===== src/rtl/bios_loader.sv =====
// bios_loader: byte-stream command decoder with word-wide RAM access,
// CPU reset control and a pass-through mode to the CPU once booted.
module bios_loader #(
   parameter int unsigned ADDR_WIDTH   = 32,
   parameter int unsigned DATA_WIDTH   = 32,
   parameter int unsigned READ_LATENCY = 1,
   parameter int unsigned RST_CYCLES   = 16,
   parameter int unsigned AUTO_INC     = 1
) (
   input  logic                    clk,
   input  logic                    rst,
   input  logic                    clk_en,
   output logic                    o_cpu_rst,
   output logic                    o_booted,
   output logic                    o_read_req,
   output logic [ADDR_WIDTH-1:0]   o_read_addr,
   input  logic [DATA_WIDTH-1:0]   i_read_data,
   output logic                    o_write_enable,
   output logic [DATA_WIDTH/8-1:0] o_byte_enable,
   output logic [ADDR_WIDTH-1:0]   o_write_addr,
   output logic [DATA_WIDTH-1:0]   o_write_data,
   input  logic [7:0]              i_data,
   input  logic                    i_valid,
   output logic                    o_in_ready,
   output logic [7:0]              o_data,
   output logic                    o_valid,
   input  logic                    i_out_ready,
   output logic [7:0]              o_cpu_rx_data,
   output logic                    o_cpu_rx_valid,
   input  logic                    i_cpu_rx_ready,
   input  logic [7:0]              i_cpu_tx_data,
   input  logic                    i_cpu_tx_valid,
   output logic                    o_cpu_tx_ready
);

   localparam int unsigned DATA_BYTES = DATA_WIDTH / 8;
   localparam int unsigned ADDR_BYTES = (ADDR_WIDTH + 7) / 8;
   localparam int unsigned ARG_W0     = (DATA_WIDTH > ADDR_BYTES * 8) ? DATA_WIDTH : ADDR_BYTES * 8;
   localparam int unsigned ARG_W      = (ARG_W0 > 16) ? ARG_W0 : 16;
   localparam int unsigned CNT_M1     = (DATA_BYTES > ADDR_BYTES) ? DATA_BYTES : ADDR_BYTES;
   localparam int unsigned CNT_M2     = (RST_CYCLES > READ_LATENCY) ? RST_CYCLES : READ_LATENCY;
   localparam int unsigned CNT_MAX    = (CNT_M1 > CNT_M2) ? CNT_M1 : CNT_M2;
   localparam int unsigned CNT_W      = $clog2(CNT_MAX + 1);

   localparam logic [7:0] OP_NOP     = 8'h00;
   localparam logic [7:0] OP_BOOT    = 8'h01;
   localparam logic [7:0] OP_RST     = 8'h02;
   localparam logic [7:0] OP_READ    = 8'h03;
   localparam logic [7:0] OP_WRITE   = 8'h04;
   localparam logic [7:0] OP_SETADDR = 8'h05;
   localparam logic [7:0] BYTE_ACK   = 8'h06;
   localparam logic [7:0] BYTE_NAK   = 8'h15;

   typedef enum logic [2:0] {
      S_IDLE,
      S_ARGS,
      S_WRITE,
      S_RREQ,
      S_RWAIT,
      S_SEND,
      S_ACK,
      S_PULSE
   } state_t;

   state_t                  state_q, state_d;
   logic [CNT_W-1:0]        cnt_q, cnt_d;
   logic [7:0]              op_q, op_d;
   logic [ARG_W-1:0]        arg_q, arg_d;
   logic [DATA_WIDTH-1:0]   word_q, word_d;
   logic [ADDR_WIDTH-1:0]   addr_q, addr_d;
   logic [7:0]              reply_q, reply_d;
   logic                    booted_q, booted_d;
   logic                    cpu_rst_q, cpu_rst_d;

   logic [ARG_W-1:0]        arg_shift;
   logic [ADDR_BYTES*8-1:0] addr_bytes;
   logic [ADDR_WIDTH-1:0]   addr_next;
   logic [CNT_W-1:0]        last_arg;
   logic                    fsm_active;

   // State register with synchronous reset and cycle enable folded into _d
   always_ff @(posedge clk) begin
      if (rst) begin
         state_q   <= S_IDLE;
         cnt_q     <= '0;
         op_q      <= '0;
         arg_q     <= '0;
         word_q    <= '0;
         addr_q    <= '0;
         reply_q   <= '0;
         booted_q  <= 1'b0;
         cpu_rst_q <= 1'b1;
      end else begin
         state_q   <= state_d;
         cnt_q     <= cnt_d;
         op_q      <= op_d;
         arg_q     <= arg_d;
         word_q    <= word_d;
         addr_q    <= addr_d;
         reply_q   <= reply_d;
         booted_q  <= booted_d;
         cpu_rst_q <= cpu_rst_d;
      end
   end

   // Command decode and sequencing; frozen when disabled or booted
   always_comb begin
      state_d   = state_q;
      cnt_d     = cnt_q;
      op_d      = op_q;
      arg_d     = arg_q;
      word_d    = word_q;
      addr_d    = addr_q;
      reply_d   = reply_q;
      booted_d  = booted_q;
      cpu_rst_d = cpu_rst_q;

      // Payload bytes enter at the top, so after N bytes the argument sits
      // LSB-first in the top N bytes of the register.
      arg_shift  = {i_data, arg_q[ARG_W-1:8]};
      addr_bytes = arg_shift[ARG_W-1 -: ADDR_BYTES*8];
      addr_next  = (AUTO_INC != 0) ? addr_q + ADDR_WIDTH'(DATA_BYTES) : addr_q;
      last_arg   = (op_q == OP_WRITE) ? CNT_W'(DATA_BYTES - 1) : CNT_W'(ADDR_BYTES - 1);
      fsm_active = clk_en & ~booted_q;

      if (fsm_active) begin
         case (state_q)
            S_IDLE: begin
               if (i_valid) begin
                  op_d  = i_data;
                  cnt_d = '0;
                  case (i_data)
                     OP_NOP: ;
                     OP_BOOT: begin
                        booted_d  = 1'b1;
                        cpu_rst_d = 1'b0;
                     end
                     OP_RST: begin
                        cpu_rst_d = 1'b1;
                        state_d   = S_PULSE;
                     end
                     OP_READ:    state_d = S_RREQ;
                     OP_WRITE,
                     OP_SETADDR: state_d = S_ARGS;
                     default: begin
                        reply_d = BYTE_NAK;
                        state_d = S_ACK;
                     end
                  endcase
               end
            end
            S_ARGS: begin
               if (i_valid) begin
                  arg_d = arg_shift;
                  if (cnt_q == last_arg) begin
                     cnt_d = '0;
                     if (op_q == OP_WRITE) begin
                        word_d  = arg_shift[ARG_W-1 -: DATA_WIDTH];
                        state_d = S_WRITE;
                     end else begin
                        addr_d  = addr_bytes[ADDR_WIDTH-1:0];
                        reply_d = BYTE_ACK;
                        state_d = S_ACK;
                     end
                  end else begin
                     cnt_d = cnt_q + 1'b1;
                  end
               end
            end
            S_WRITE: begin
               addr_d  = addr_next;
               reply_d = BYTE_ACK;
               state_d = S_ACK;
            end
            S_RREQ: begin
               cnt_d   = '0;
               state_d = S_RWAIT;
            end
            S_RWAIT: begin
               if (cnt_q == CNT_W'(READ_LATENCY - 1)) begin
                  word_d  = i_read_data;
                  addr_d  = addr_next;
                  cnt_d   = '0;
                  state_d = S_SEND;
               end else begin
                  cnt_d = cnt_q + 1'b1;
               end
            end
            S_SEND: begin
               if (i_out_ready) begin
                  word_d = word_q >> 8;
                  if (cnt_q == CNT_W'(DATA_BYTES - 1)) begin
                     cnt_d   = '0;
                     state_d = S_IDLE;
                  end else begin
                     cnt_d = cnt_q + 1'b1;
                  end
               end
            end
            S_ACK: begin
               if (i_out_ready) state_d = S_IDLE;
            end
            S_PULSE: begin
               if (cnt_q == CNT_W'(RST_CYCLES - 1)) begin
                  cnt_d     = '0;
                  cpu_rst_d = ~booted_q;
                  state_d   = S_IDLE;
               end else begin
                  cnt_d = cnt_q + 1'b1;
               end
            end
            default: state_d = S_IDLE;
         endcase
      end
   end

   // Output muxing: FSM-driven until booted, then a straight CPU pass-through
   always_comb begin
      o_cpu_rst      = cpu_rst_q;
      o_booted       = booted_q;
      o_read_req     = clk_en & ~booted_q & (state_q == S_RREQ);
      o_write_enable = clk_en & ~booted_q & (state_q == S_WRITE);
      o_byte_enable  = {DATA_BYTES{o_write_enable}};
      o_read_addr    = addr_q;
      o_write_addr   = addr_q;
      o_write_data   = word_q;
      o_in_ready     = ~booted_q & ((state_q == S_IDLE) | (state_q == S_ARGS));
      o_valid        = (state_q == S_SEND) | (state_q == S_ACK);
      o_data         = '0;
      if (state_q == S_SEND) o_data = word_q[7:0];
      else if (state_q == S_ACK) o_data = reply_q;
      o_cpu_rx_data  = '0;
      o_cpu_rx_valid = 1'b0;
      o_cpu_tx_ready = 1'b0;
      if (booted_q) begin
         o_in_ready     = i_cpu_rx_ready;
         o_valid        = i_cpu_tx_valid;
         o_data         = i_cpu_tx_data;
         o_cpu_tx_ready = i_out_ready;
         o_cpu_rx_data  = i_data;
         o_cpu_rx_valid = i_valid;
      end
   end

endmodule


===== config.mk =====
export PLATFORM = sky130hd
export DESIGN_NAME = bios_loader
export DESIGN_NICKNAME = d
export VERILOG_FILES = /design/src/rtl/bios_loader.sv
export SDC_FILE = /design/constraint.sdc
export NUM_CORES = 1
export LEC_CHECK = 0
export CAP_MARGIN = 25
export CORE_MARGIN = 2
export CORE_UTILIZATION = 60
export CTS_CLUSTER_DIAMETER = 40
export DETAILED_ROUTE_END_ITERATION = 12
export DONT_BUFFER_PORTS = 1
export GPL_TIMING_DRIVEN = 0
export PLACE_DENSITY = 0.73
export SETUP_SLACK_MARGIN = 0.5
export SLEW_MARGIN = 20
export SYNTH_ARGS = -nofsm -noshare
export SYNTH_HDL_FRONTEND = slang
export SYNTH_SLANG_ARGS = --single-unit

===== constraint.sdc =====
create_clock -name clk -period 5.7 [get_ports clk]
set_input_delay 1.14 -clock clk [delete_from_list [all_inputs] [get_ports clk]]
set_output_delay 1.14 -clock clk [all_outputs]
set_load 0.02 [all_outputs]

==> Yosys cells after proc, flatten, opt, wreduce, memory -nomap -nowiden <==
Index checks and enable logic that the tools add are counted.
{ "word_totals": {"register_bits": 122, "in_bits": 55, "output_inout_bits": 124, "wordCells": 113} }
{ "op_classes": {"n_addsub": 2, "n_eq_ne": 28, "n_mux": 47, "n_bitwise": 7, "n_reduce_logical": 20} }
{ "ops": {"columns": ["operator", "count"], "rows": [
  ["$mux 32", 9],
  ["$pmux 32 s3", 2],
  ["$mux 8", 9],
  ["$add 32x3->32 const B", 1],
  ["$mux 5", 6],
  ["$pmux 5 s6", 1],
  ["$mux 3", 9],
  ["$eq 8x3->1 const B", 3],
  ["$ne 2x2->1 const B", 12],
  ["$pmux 3 s8", 1],
  ["$pmux 8 s3", 1],
  ["$eq 8x2->1 const B", 2],
  ["$reduce_and 7->1", 2],
  ["$eq 3x3->1 const B", 4],
  ["$pmux 3 s4", 1],
  ["$reduce_and 10->1", 1],
  ["$reduce_and 5->1", 2],
  ["$reduce_bool 3->1", 3],
  ["$eq 8x1->1 const B", 1],
  ["$logic_not 8->1", 1],
  ["$eq 3x2->1 const B", 2],
  ["$mux 1", 6],
  ["$reduce_and 3->1", 2],
  ["$reduce_and 6->1", 1],
  ["16 further kinds", 22]
]} }

==> Depth between registers and ports, before layout <==
Gate-level depths: netlist (run 1).
{ "depth": {"ltp_word": 5, "ltp_mapped": 9, "ltp_nobuf": 8} }

==> Worst setup path before layout (run 1) <==
Ideal clock, no wire load.
{ "synth_timing": {"kind": "input -> output", "startpoint": "in clk_en", "endpoint": "out o_byte_enable[0]", "arrival_time_ps": 2316, "t_required_ps": 4560, "setup_slack_ps": 2244, "cell_stages": 4, "n_path_buf": 2, "cell_sequence": "nand2b_1 clkbuf_1 nor3_1 buf_4"} }
{ "synth_between": {"elab_chain_cells": 2} }
{ "synth_rtl": {"columns": ["element", "line", "rtl"], "rows": [
  ["start: declaration", "12", "input logic clk_en,"],
  ["$and 1x1->1 (2 in a row)", "222", "o_write_enable = clk_en & ~booted_q & (state_q == S_WRITE);"],
  ["end: declaration", "19", "output logic [DATA_WIDTH/8-1:0] o_byte_enable,"]
]} }
No other way between the ends.

==> Final worst setup path (run 1) <==
{ "layout_timing": {"startpoint": "reg state_q[0]", "endpoint": "out o_data[0]"} }
{ "layout_between": {"elab_chain_cells": 4, "word_cells_on_any_way": 5, "classes_between": "eq/ne: 2; mux: 3"} }
{ "layout_rtl": {"columns": ["element", "line", "rtl"], "rows": [
  ["start: declaration", "65", "state_t state_q, state_d;"],
  ["start signal: assignment", "94", "state_q <= state_d;"],
  ["$eq 3x3->1", "231", "else if (state_q == S_ACK) o_data = reply_q;"],
  ["$mux 8", "231", null],
  ["$mux 8 *", "230", "if (state_q == S_SEND) o_data = word_q[7:0];"],
  ["$mux 8 *", "235", "if (booted_q) begin"],
  ["end: declaration", "25", "output logic [7:0] o_data,"]
]} }
Mark *: on every way between the ends. The rest lies on a longest branch, timed or not.

==> impl_metrics.csv, run 1 <==
group,metric,value,unit
run_status,status,"complete, no violations",
synth,avgSynthCellArea,8.12,µm²
clock_network,cts_hold_buf,0,
cells_and_area,drive_gt1_frac,0.113,
power_and_ir_drop,clkPwrFrac,0.268,
clock_network,clock_latency,0.40,ns
grt,grt_pass1_vias,6061,
power_and_ir_drop,p_per_area,277,nW/µm²
sta,fin_skew,0.0135,ns
clock_network,cts_sinks,109,
setup_path,path_class,"reg -> out",
synth,yosysWarnings,0,
route,wl,22500,µm
synth,synth_edf_count,0,
power_and_ir_drop,power.switching,732,µW
setup_path,start_kind,"flip-flop",
sta,setup_slack,1.74,ns
synth,synthCells,807,
floorplanning,io_pins,179,
placement,place_congestion,0.968,
floorplanning,rows,38,
placement,place_inst,947,
synth,syn-num-nets,867,
sta,fmax,0.253,GHz
sta,slew_viol_final,0,
setup_path,max_stage_delay,0.74,ns
setup_path,worstPathCellList,"buf_2, buf_4, inv_1, nor3_1, a21oi_1, o21ai_0",
synth,synth_top_flop_cell,"dfxtp_1",
route,first_pass_iters,6,
clock_network,cts.htree.levels,3,
route,vias_per_cell,6.69,
synth,yosys.area.top_type,"dfxtp_1",
synth,async_reset_ff_frac,0,
placement,io_buffers,0,
sta,rsz0062_at_grt,"no",
cells_and_area,regArea,2180,µm²
floorplanning,coreArea,10700,µm²
cells_and_area,final_nets,878,
power_and_ir_drop,p_leak,2.28,nW
synth,ys_types,68,
placement,pre_cts_ws,2.04,ns
synth,yosysSeqAreaShare,0.333,
route,vias,6446,
route,ant_nets,0,
grt,grt_pass1_wl,33800,µm
setup_path,worstPathMaxFanout,10,
synth,synth.most_common_cell,"dfxtp_1",
route,routedWlPerCell,23.4,µm
clock_network,cts_root_buf,"clkbuf_8",
setup_path,path_delay_family,"simple AND/OR/NAND/NOR gates",
sta,max_slew_margin,0.349,
clock_network,cts_tree,"built",
job,maxCapViolCount,0,
power_and_ir_drop,peakVddDrop,0.203,mV
sta,tightest_slew,0.969,ns
placement,dp_hpwl,16400,µm
synth,netlist_area,6550,µm²
route,drc,0,
cells_and_area,area_growth,5.73,%
sta,setup_viol_count_final,0,
route,drt_iter0_markers,815,
power_and_ir_drop,p_int,1.19,mW
setup_path,critPathCaptureType,"primary output",
min_path,min_path_type,"reg -> reg",
sta,post-route-min-period,3.96,ns
power_and_ir_drop,switching_share,0.382,
cells_and_area,nFillCells,946,
clock_network,path_clk_slew,0.12,ns
synth,netlist.area_leader.share,0.333,
sta,finalHoldViolations,0,
grt,grt_use_total,0.379,
floorplanning,start_util,0.610,
synth,synth_common_cells,"109 x dfxtp_1, 90 x nor2_1, 81 x mux2i_1",
floorplanning,chipWidth,109,µm
clock_network,post_cts_buffers,0,
sta,fin_crit_sh,0.694,
power_and_ir_drop,power_frac_comb,0.281,
synth,synth_seq_cells,109,
grt,antenna_found_initial,0,
clock_network,numCtsBuffers,9,
sta,final.setup.tns,0,ns
clock_network,ctsLongestPathBuffers,2,
floorplanning,die_height,109,µm
cells_and_area,multi_input_area,3700,µm²
setup_path,critical_path_buf_inv_count,3,
setup_path,cp.arrival,2.82,ns
grt,grt.overflow.total,0,
cells_and_area,diodes,0,
synth,synthTopCellsByArea,"dfxtp_1 33%, mux2i_1 12%, nor2_1 5.2%, buf_4 4.4%, nand2_1 4.4%",
setup_path,crit_required,4.56,ns
cells_and_area,fin_util,0.645,
grt,grt_max_degree,18,
cells_and_area,fin_cells,963,
setup_path,cpMaxStageDelayCell,"nor3_1",
power_and_ir_drop,seqPwrFrac,0.451,
floorplanning,die_area,11800,µm²
clock_network,cts_resized,0,
placed cells by master, fill, tap and decap left out, types with 6 or more instances in the layout:
cell type / synthesis / final
dfxtp_1: 109 / 109
nor2_1: 90 / 90
mux2i_1: 81 / 81
nand2_1: 76 / 76
clkbuf_1: 44 / 46
o21ai_0: 44 / 44
a21oi_1: 39 / 39
buf_4: 38 / 38
nand3_1: 18 / 18
o31ai_1: 18 / 18
inv_1: 18 / 18
nand4_1: 15 / 15
buf_2: 14 / 14
nor3_1: 14 / 14
o311ai_0: 13 / 13
nor4_1: 12 / 12
and2_1: 11 / 11
a211oi_1: 11 / 11
a31oi_1: 10 / 10
nor3b_1: 10 / 10
o32ai_1: 10 / 10
clkbuf_8: 0 / 10
o31a_1: 9 / 9
nand2b_1: 8 / 8
a211oi_2: 8 / 8
buf_6: 6 / 6
nor2b_1: 6 / 6
layout make-up:
cell class / count / share of cell area
Multi-Input combinational cell: 575 / 0.534
Buffer: 105 / 0.0867
Clock inverter: 4 / 0.00795
Clock buffer: 12 / 0.0209
Sequential cell: 109 / 0.315
Inverter: 18 / 0.00975
Tap cell: 140 / 0.0253
registers in the layout, indices dropped and copies added, names as in the netlist:
register / flops
arg_q: 24
cnt_q: 5
o_booted: 1
o_cpu_rst: 1
o_read_addr: 32
o_write_data: 32
op_q: 8
reply_q: 3
state_q: 3
power groups by stage:
stage | logic (mW) | registers (mW) | clock network (mW)
floorplan | 0.389 | 0.863 | 0
global placement | 0.510 | 0.879 | 0
detailed placement | 0.519 | 0.881 | 0
CTS | 0.521 | 0.863 | 0.508
global route | 0.573 | 0.870 | 0.541
finish | 0.539 | 0.865 | 0.514
path summary, 6_finish.rpt:
| path | startpoint | end | slack, ns | cells past startpoint |
|---|---|---|---|---|
| worst max-delay path | state_q[0]$_SDFFE_PP0P_ | o_data[0] | 1.74 | 6 |
| worst min-delay path | reply_q[2]$_SDFFE_PP0P_ | reply_q[2]$_SDFFE_PP0P_ | 0.48 | 2 |
| worst max register to register | o_read_addr[10]$_SDFFE_PP0P_ | o_read_addr[25]$_SDFFE_PP0P_ | 3.04 | 6 |
| worst min register to register | reply_q[2]$_SDFFE_PP0P_ | reply_q[2]$_SDFFE_PP0P_ | 0.48 | 2 |
metal layers:
layer,vias up,part of all wire,track usage
met5,-,0,0
met4,0,0.041,0.182
met3,75,0.096,0.0995
met2,395,0.45,0.575
met1,3063,0.41,0.501
li1,2913,-,-
metrics by stage:
step           hold WS [ns]  power (mW)  instance area, µm²
6_report              0.476        1.92                6930
5_1_grt               0.480        1.98                6930
4_1_cts               0.472        1.89                6930
3_5_place_dp          0.457        1.40                6730
3_3_place_gp          0.446        1.39                6730
2_1_floorplan         0.426        1.25                6550
logic make-up after synthesis:
kind of cell,after synthesis,share of synthesized area
and+or+nand+nor,286,0.213
xor gates and xnor gates,3,0.00401
DFF,109,0.333
AOI/OAI and AO/OA,200,0.215
buffers and inverters,123,0.102
adders and majority gates,5,0.00955
muxes,81,0.124
tightest hold or removal path, delay by kind of cell (launching register included):
family / cells / cell delay (ns)
flops: 1 / 0.34
buf+inv: 1 / 0.05
compound gates: 1 / 0.05
Power figures use the tool's default switching activity.
==> inputs of run 2 (changes only) <==
Clock period 5.7 ns to 3.9 ns, I/O delays scaled along.
==> run 2 against run 1 <==
Sequential cell count stayed put. Clock power is 46% higher. Power is 46% higher. Global-route usage hardly changed. Combinational power is 47% higher. Sequential share of layout area hardly changed. Register-to-register slack worse by 1.8 ns. Critical endpoint is now o_data[1].
==> impl_metrics.csv, run 2 (same netlist as run 1, synthesis figures left out) <==
group,metric,value,unit
run_status,status,"complete, no violations",
power_and_ir_drop,switching_share,0.383,
cells_and_area,fin_cells,963,
sta,setup_viol_count_final,0,
setup_path,crit_required,3.12,ns
power_and_ir_drop,seqPwrFrac,0.450,
floorplanning,chipWidth,109,µm
clock_network,cts_tree,"built",
clock_network,ctsLongestPathBuffers,2,
min_path,worstHoldStart,"reply_q[2]$_SDFFE_PP0P_",
route,ant_nets,0,
setup_path,crit_path_start,"state_q[0]$_SDFFE_PP0P_",
setup_path,critPathCaptureType,"primary output",
power_and_ir_drop,p_int,1.73,mW
sta,final.setup.tns,0,ns
placement,dp_hpwl,16400,µm
cells_and_area,final_cell_area,6940,µm²
setup_path,reg2reg_from,"o_read_addr[2]$_SDFFE_PP0P_",
setup_path,r2r_end,"o_read_addr[25]$_SDFFE_PP0P_",
clock_network,cts.htree.levels,3,
cells_and_area,area_growth,5.88,%
clock_network,cts_root_buf,"clkbuf_8",
floorplanning,rows,38,
power_and_ir_drop,p_leak,2.29,nW
grt,grt_max_degree,18,
sta,tightest_slew,0.901,ns
sta,fin_crit_sh,0.837,
route,drt_iter0_markers,777,
floorplanning,start_util,0.610,
min_path,whs_endpoint,"reply_q[2]$_SDFFE_PP0P_",
power_and_ir_drop,p_per_area,405,nW/µm²
grt,grt_pass1_wl,33800,µm
clock_network,cts_sinks,109,
sta,max_slew_margin,0.399,
cells_and_area,drive_gt1_frac,0.115,
floorplanning,die_area,11800,µm²
setup_path,worstPathMaxFanout,10,
route,vias_per_cell,6.77,
min_path,min_path_type,"reg -> reg",
sta,setup_slack,0.636,ns
route,routedWlPerCell,23.4,µm
clock_network,clock_latency,0.40,ns
placement,place_congestion,0.968,
floorplanning,io_pins,179,
min_path,holdPathStages,2,
placement,place_inst,947,
route,drc,0,
placement,io_buffers,0,
route,vias,6520,
sta,finalHoldViolations,0,
grt,grt.overflow.total,0,
route,wl,22500,µm
setup_path,start_kind,"flip-flop",
clock_network,numCtsBuffers,9,
power_and_ir_drop,clkPwrFrac,0.268,
setup_path,path_class,"reg -> out",
cells_and_area,final_nets,878,
grt,grt_use_total,0.379,
sta,rsz0062_at_grt,"no",
sta,fmax,0.306,GHz
sta,slew_viol_final,0,
placement,pre_cts_ws,0.786,ns
cells_and_area,layout_common_cells,"109 x dfxtp_1, 90 x nor2_1, 81 x mux2i_1",
route,first_pass_iters,7,
grt,grt_pass1_vias,6052,
setup_path,r2r_slack,1.25,ns
cells_and_area,diodes,0,
sta,post-route-min-period,3.26,ns
cells_and_area,final_common_cell,"dfxtp_1",
grt,antenna_found_initial,0,
sta,fin_skew,0.0108,ns
floorplanning,die_height,109,µm
power_and_ir_drop,power.switching,1.08,mW
sta,holdWs,0.470,ns
setup_path,cp.arrival,2.48,ns
power_and_ir_drop,peakVddDrop,0.296,mV
floorplanning,coreArea,10700,µm²
placement,placed_cell_area,6730,µm²
setup_path,reg2regPathDepth,6,
clock_network,path_clk_slew,0.12,ns
power_and_ir_drop,power_frac_comb,0.282,
job,maxCapViolCount,0,
## run 2: cell type report
class / count / area [µm²]
fill: 944 / 3810
multi-input combinational: 575 / 3710
sequential: 109 / 2180
buffer: 105 / 601
tap: 140 / 175
clock buffer: 12 / 145
inverter: 18 / 67.6
clock inverter: 4 / 55.1
## run 2: how the worst max path moves through the flow
stage / depth (start not counted) / to / slack [ns]
after floorplan: 4 / o_byte_enable[0] / 1.16
final: 6 / o_data[1] / 0.64
after global routing: 6 / o_data[5] / 0.50
after CTS: 5 / o_data[0] / 0.62
after global placement: 6 / o_data[4] / 0.84
after detailed placement: 6 / o_data[0] / 0.79
## run 2: critical path: stages, from the launching register on
cell and delay, ns:
dfxtp_1 0.39, buf_2 0.24, buf_4 0.24, inv_1 0.10, nor3_2 0.48, a32oi_1 0.08
o21ai_0 0.54
## run 2: metal layers
layer  routed length, µm  global-route usage  vias to the layer above
met1                9110               0.502                     3099
met5                   0                   0                        -
met4                 998               0.180                        0
li1                    -                   -                     2920
met2               10200               0.576                      421
met3                2200              0.0964                       80
## run 2: timing repair
| action | CTS | global route |
|---|---|---|
| gates resized for setup | 1 | 5 |
| buffers inserted | 0 | 0 |
| pin swaps | 0 | 0 |
| endpoints found under the setup margin | 8 | 8 |
| hold buffers | 0 | 0 |
## run 2: power by group through the flow
stage / Combinational [mW] / Sequential [mW] / Clock, mW
floorplan: 0.569 / 1.26 / 0
global placement: 0.745 / 1.28 / 0
detailed placement: 0.759 / 1.29 / 0
CTS: 0.763 / 1.26 / 0.743
global route: 0.839 / 1.27 / 0.791
finish: 0.791 / 1.26 / 0.752
## run 2: through the flow
| stage | util | power [mW] |
|---|---|---|
| after global placement | 0.626 | 2.03 |
| final | 0.646 | 2.81 |
| after floorplan | - | 1.83 |
| after global routing | 0.646 | 2.90 |
| after CTS | 0.645 | 2.77 |
| after detailed placement | 0.626 | 2.05 |
==> inputs of run 3 (changes only) <==
Settings changed: CORE_UTILIZATION 60 to 58.
Clock period 3.9 ns to 2.8 ns, I/O delays scaled along.
==> run 3 against run 2 <==
Clock skew rose by 0.0034 ns. Register-to-register slack got worse by 0.69 ns. Sequential share of layout area shrank 1.8 points. Setup slack got worse by 0.11 ns. Power grew 51%. Via count up 1.9%. Non-clock buffer count up 13. First-iteration DRC count is 13% lower. Clock power rose by 70%. Highest routed layer unchanged.
==> impl_metrics.csv, run 3 (same netlist as run 1, synthesis figures left out) <==
group,metric,value,unit
sta,max_slew_margin,0.417,
run_status,status,"complete, no violations",
setup_path,path_delay_family,"simple AND/OR/NAND/NOR gates",
setup_path,cp.arrival,1.71,ns
placement,placed_cell_area,6730,µm²
sta,fin_skew,0.0142,ns
placement,dp_hpwl,16100,µm
cells_and_area,area_growth,13.7,%
cells_and_area,final_cell_area,7450,µm²
floorplanning,rows,38,
clock_network,cts_root_buf,"clkbuf_16",
route,routedWlPerCell,23.2,µm
cells_and_area,layout_common_cells,"93 x dfxtp_1, 88 x nor2_1, 80 x mux2i_1",
cells_and_area,diodes,0,
cells_and_area,final_common_cell,"dfxtp_1",
sta,post-route-min-period,2.27,ns
clock_network,cts.htree.levels,3,
sta,final.setup.tns,0,ns
setup_path,crit_required,2.24,ns
floorplanning,coreArea,10900,µm²
sta,rsz0062_at_grt,"yes",
clock_network,path_clk_slew,0.08,ns
floorplanning,chipWidth,110,µm
cells_and_area,drive_gt1_frac,0.191,
setup_path,r2r_slack,0.56,ns
floorplanning,io_pins,179,
clock_network,cts_tree,"built",
setup_path,reg2regPathDepth,8,
setup_path,path_common_cell,"buf_8",
grt,grt_max_degree,19,
route,ant_nets,0,
sta,fin_crit_sh,0.811,
setup_path,cpMaxStageDelayCell,"dfxtp_4",
route,first_pass_iters,6,
cells_and_area,final_nets,891,
setup_path,critPathCaptureType,"primary output",
setup_path,reg2reg_from,"cnt_q[0]$_SDFFE_PP0P_",
sta,slew_viol_final,0,
placement,place_congestion,0.968,
grt,grt_pass1_vias,6101,
cells_and_area,nFillCells,910,
sta,finalHoldViolations,0,
route,drt_iter0_markers,674,
sta,setup_viol_count_final,0,
min_path,holdPathStages,2,
power_and_ir_drop,peakVddDrop,0.580,mV
route,drc,0,
min_path,worstHoldStart,"i_data[4]",
clock_network,clock_latency,0.37,ns
min_path,whs_endpoint,"arg_q[28]$_SDFFE_PP0P_",
setup_path,worstPathMaxFanout,10,
job,maxCapViolCount,0,
clock_network,ctsLongestPathBuffers,2,
setup_path,worstPathCellList,"buf_8, buf_8, nor2b_4, and3_4, a21oi_1, o21ai_2",
floorplanning,die_area,12200,µm²
clock_network,cts_sinks,109,
grt,grt_pass1_wl,33300,µm
power_and_ir_drop,p_per_area,570,nW/µm²
route,wl,22600,µm
sta,fmax,0.441,GHz
placement,io_buffers,0,
setup_path,max_stage_delay,0.38,ns
cells_and_area,fin_util,0.681,
floorplanning,die_height,110,µm
floorplanning,start_util,0.599,
route,vias_per_cell,6.81,
min_path,min_path_type,"in -> reg",
setup_path,path_class,"reg -> out",
setup_path,critical_path_buf_inv_count,2,
grt,antenna_found_initial,0,
sta,tightest_slew,0.874,ns
power_and_ir_drop,p_leak,2.51,nW
clock_network,cts_hold_buf,0,
setup_path,start_kind,"flip-flop",
grt,grt.overflow.total,0,
grt,grt_use_total,0.366,
setup_path,r2r_end,"o_read_addr[12]$_SDFFE_PP0P_",
route,vias,6642,
clock_network,numCtsBuffers,9,
[run 3: cell types whose count changed in the layout (fill, tap and decap cells not counted), moves of 6 or more]
cell,before,now
o21ai_2,1,8
clkbuf_16,0,9
o21ai_0,40,34
o311ai_0,13,3
dfxtp_1,109,93
buf_4,38,47
clkbuf_8,10,1
buf_8,0,6
dfxtp_2,0,13
clkbuf_1,46,37
o311ai_1,1,9
buf_2,14,7
[run 3: repair_timing]
| item | 4_1_cts | 5_1_grt |
|---|---|---|
| resized for setup | 54 | 56 |
| buffers inserted | 3 | 10 |
| setup endpoints to repair | 48 | 66 |
| gates cloned | 0 | 0 |
| pin swaps | 3 | 4 |
[run 3: metal layers]
layer	vias to the layer above	wire [µm]	GRT usage
met3	56	2280	0.0847
met2	438	10500	0.574
met4	0	766	0.176
li1	2950	-	-
met1	3198	9050	0.476
met5	-	0	0
[run 3: how the worst max path moves through the flow]
stage / to / from / cells after the start
after floorplan: o_data[0] / state_q[0]$_SDFFE_PP0P_ / 6
after global placement: o_data[0] / state_q[0]$_SDFFE_PP0P_ / 6
after detailed placement: o_data[2] / state_q[0]$_SDFFE_PP0P_ / 6
after CTS: o_in_ready / state_q[2]$_SDFFE_PP0P_ / 3
after global routing: o_read_addr[2]$_SDFFE_PP0P_ / cnt_q[0]$_SDFFE_PP0P_ / 9
final: o_data[4] / state_q[1]$_SDFFE_PP0P_ / 6
[run 3: metrics by stage]
stage	power [mW]	cells	setup WS [ns]	hold WS [ns]
finish	4.25	976	0.530	0.346
global route	4.38	976	0.472	0.366
CTS	4.14	966	0.502	0.342
detailed placement	2.84	947	0.0383	0.445
global placement	2.82	947	0.0748	0.441
floorplan	2.55	807	0.520	0.426
[run 3: area by class of cell]
| cell class | instances | area [µm²] | share of cell area |
|---|---|---|---|
| clock inverter | 5 | 41.3 | 0.00554 |
| multi-input combinational | 575 | 3890 | 0.523 |
| sequential | 109 | 2210 | 0.297 |
| inverter | 18 | 67.6 | 0.00907 |
| tap | 140 | 175 | 0.0235 |
| buffer | 105 | 711 | 0.0954 |
| timing repair buffer | 13 | 110 | 0.0148 |
| clock buffer | 11 | 243 | 0.0326 |
[run 3: where the power goes]
part           switching (mW)  leakage, nW  total [mW]  internal, mW
Combinational           0.781         1.48        1.20         0.421
Clock                   0.641        0.138        1.28         0.641
Sequential              0.146        0.890        1.76          1.62
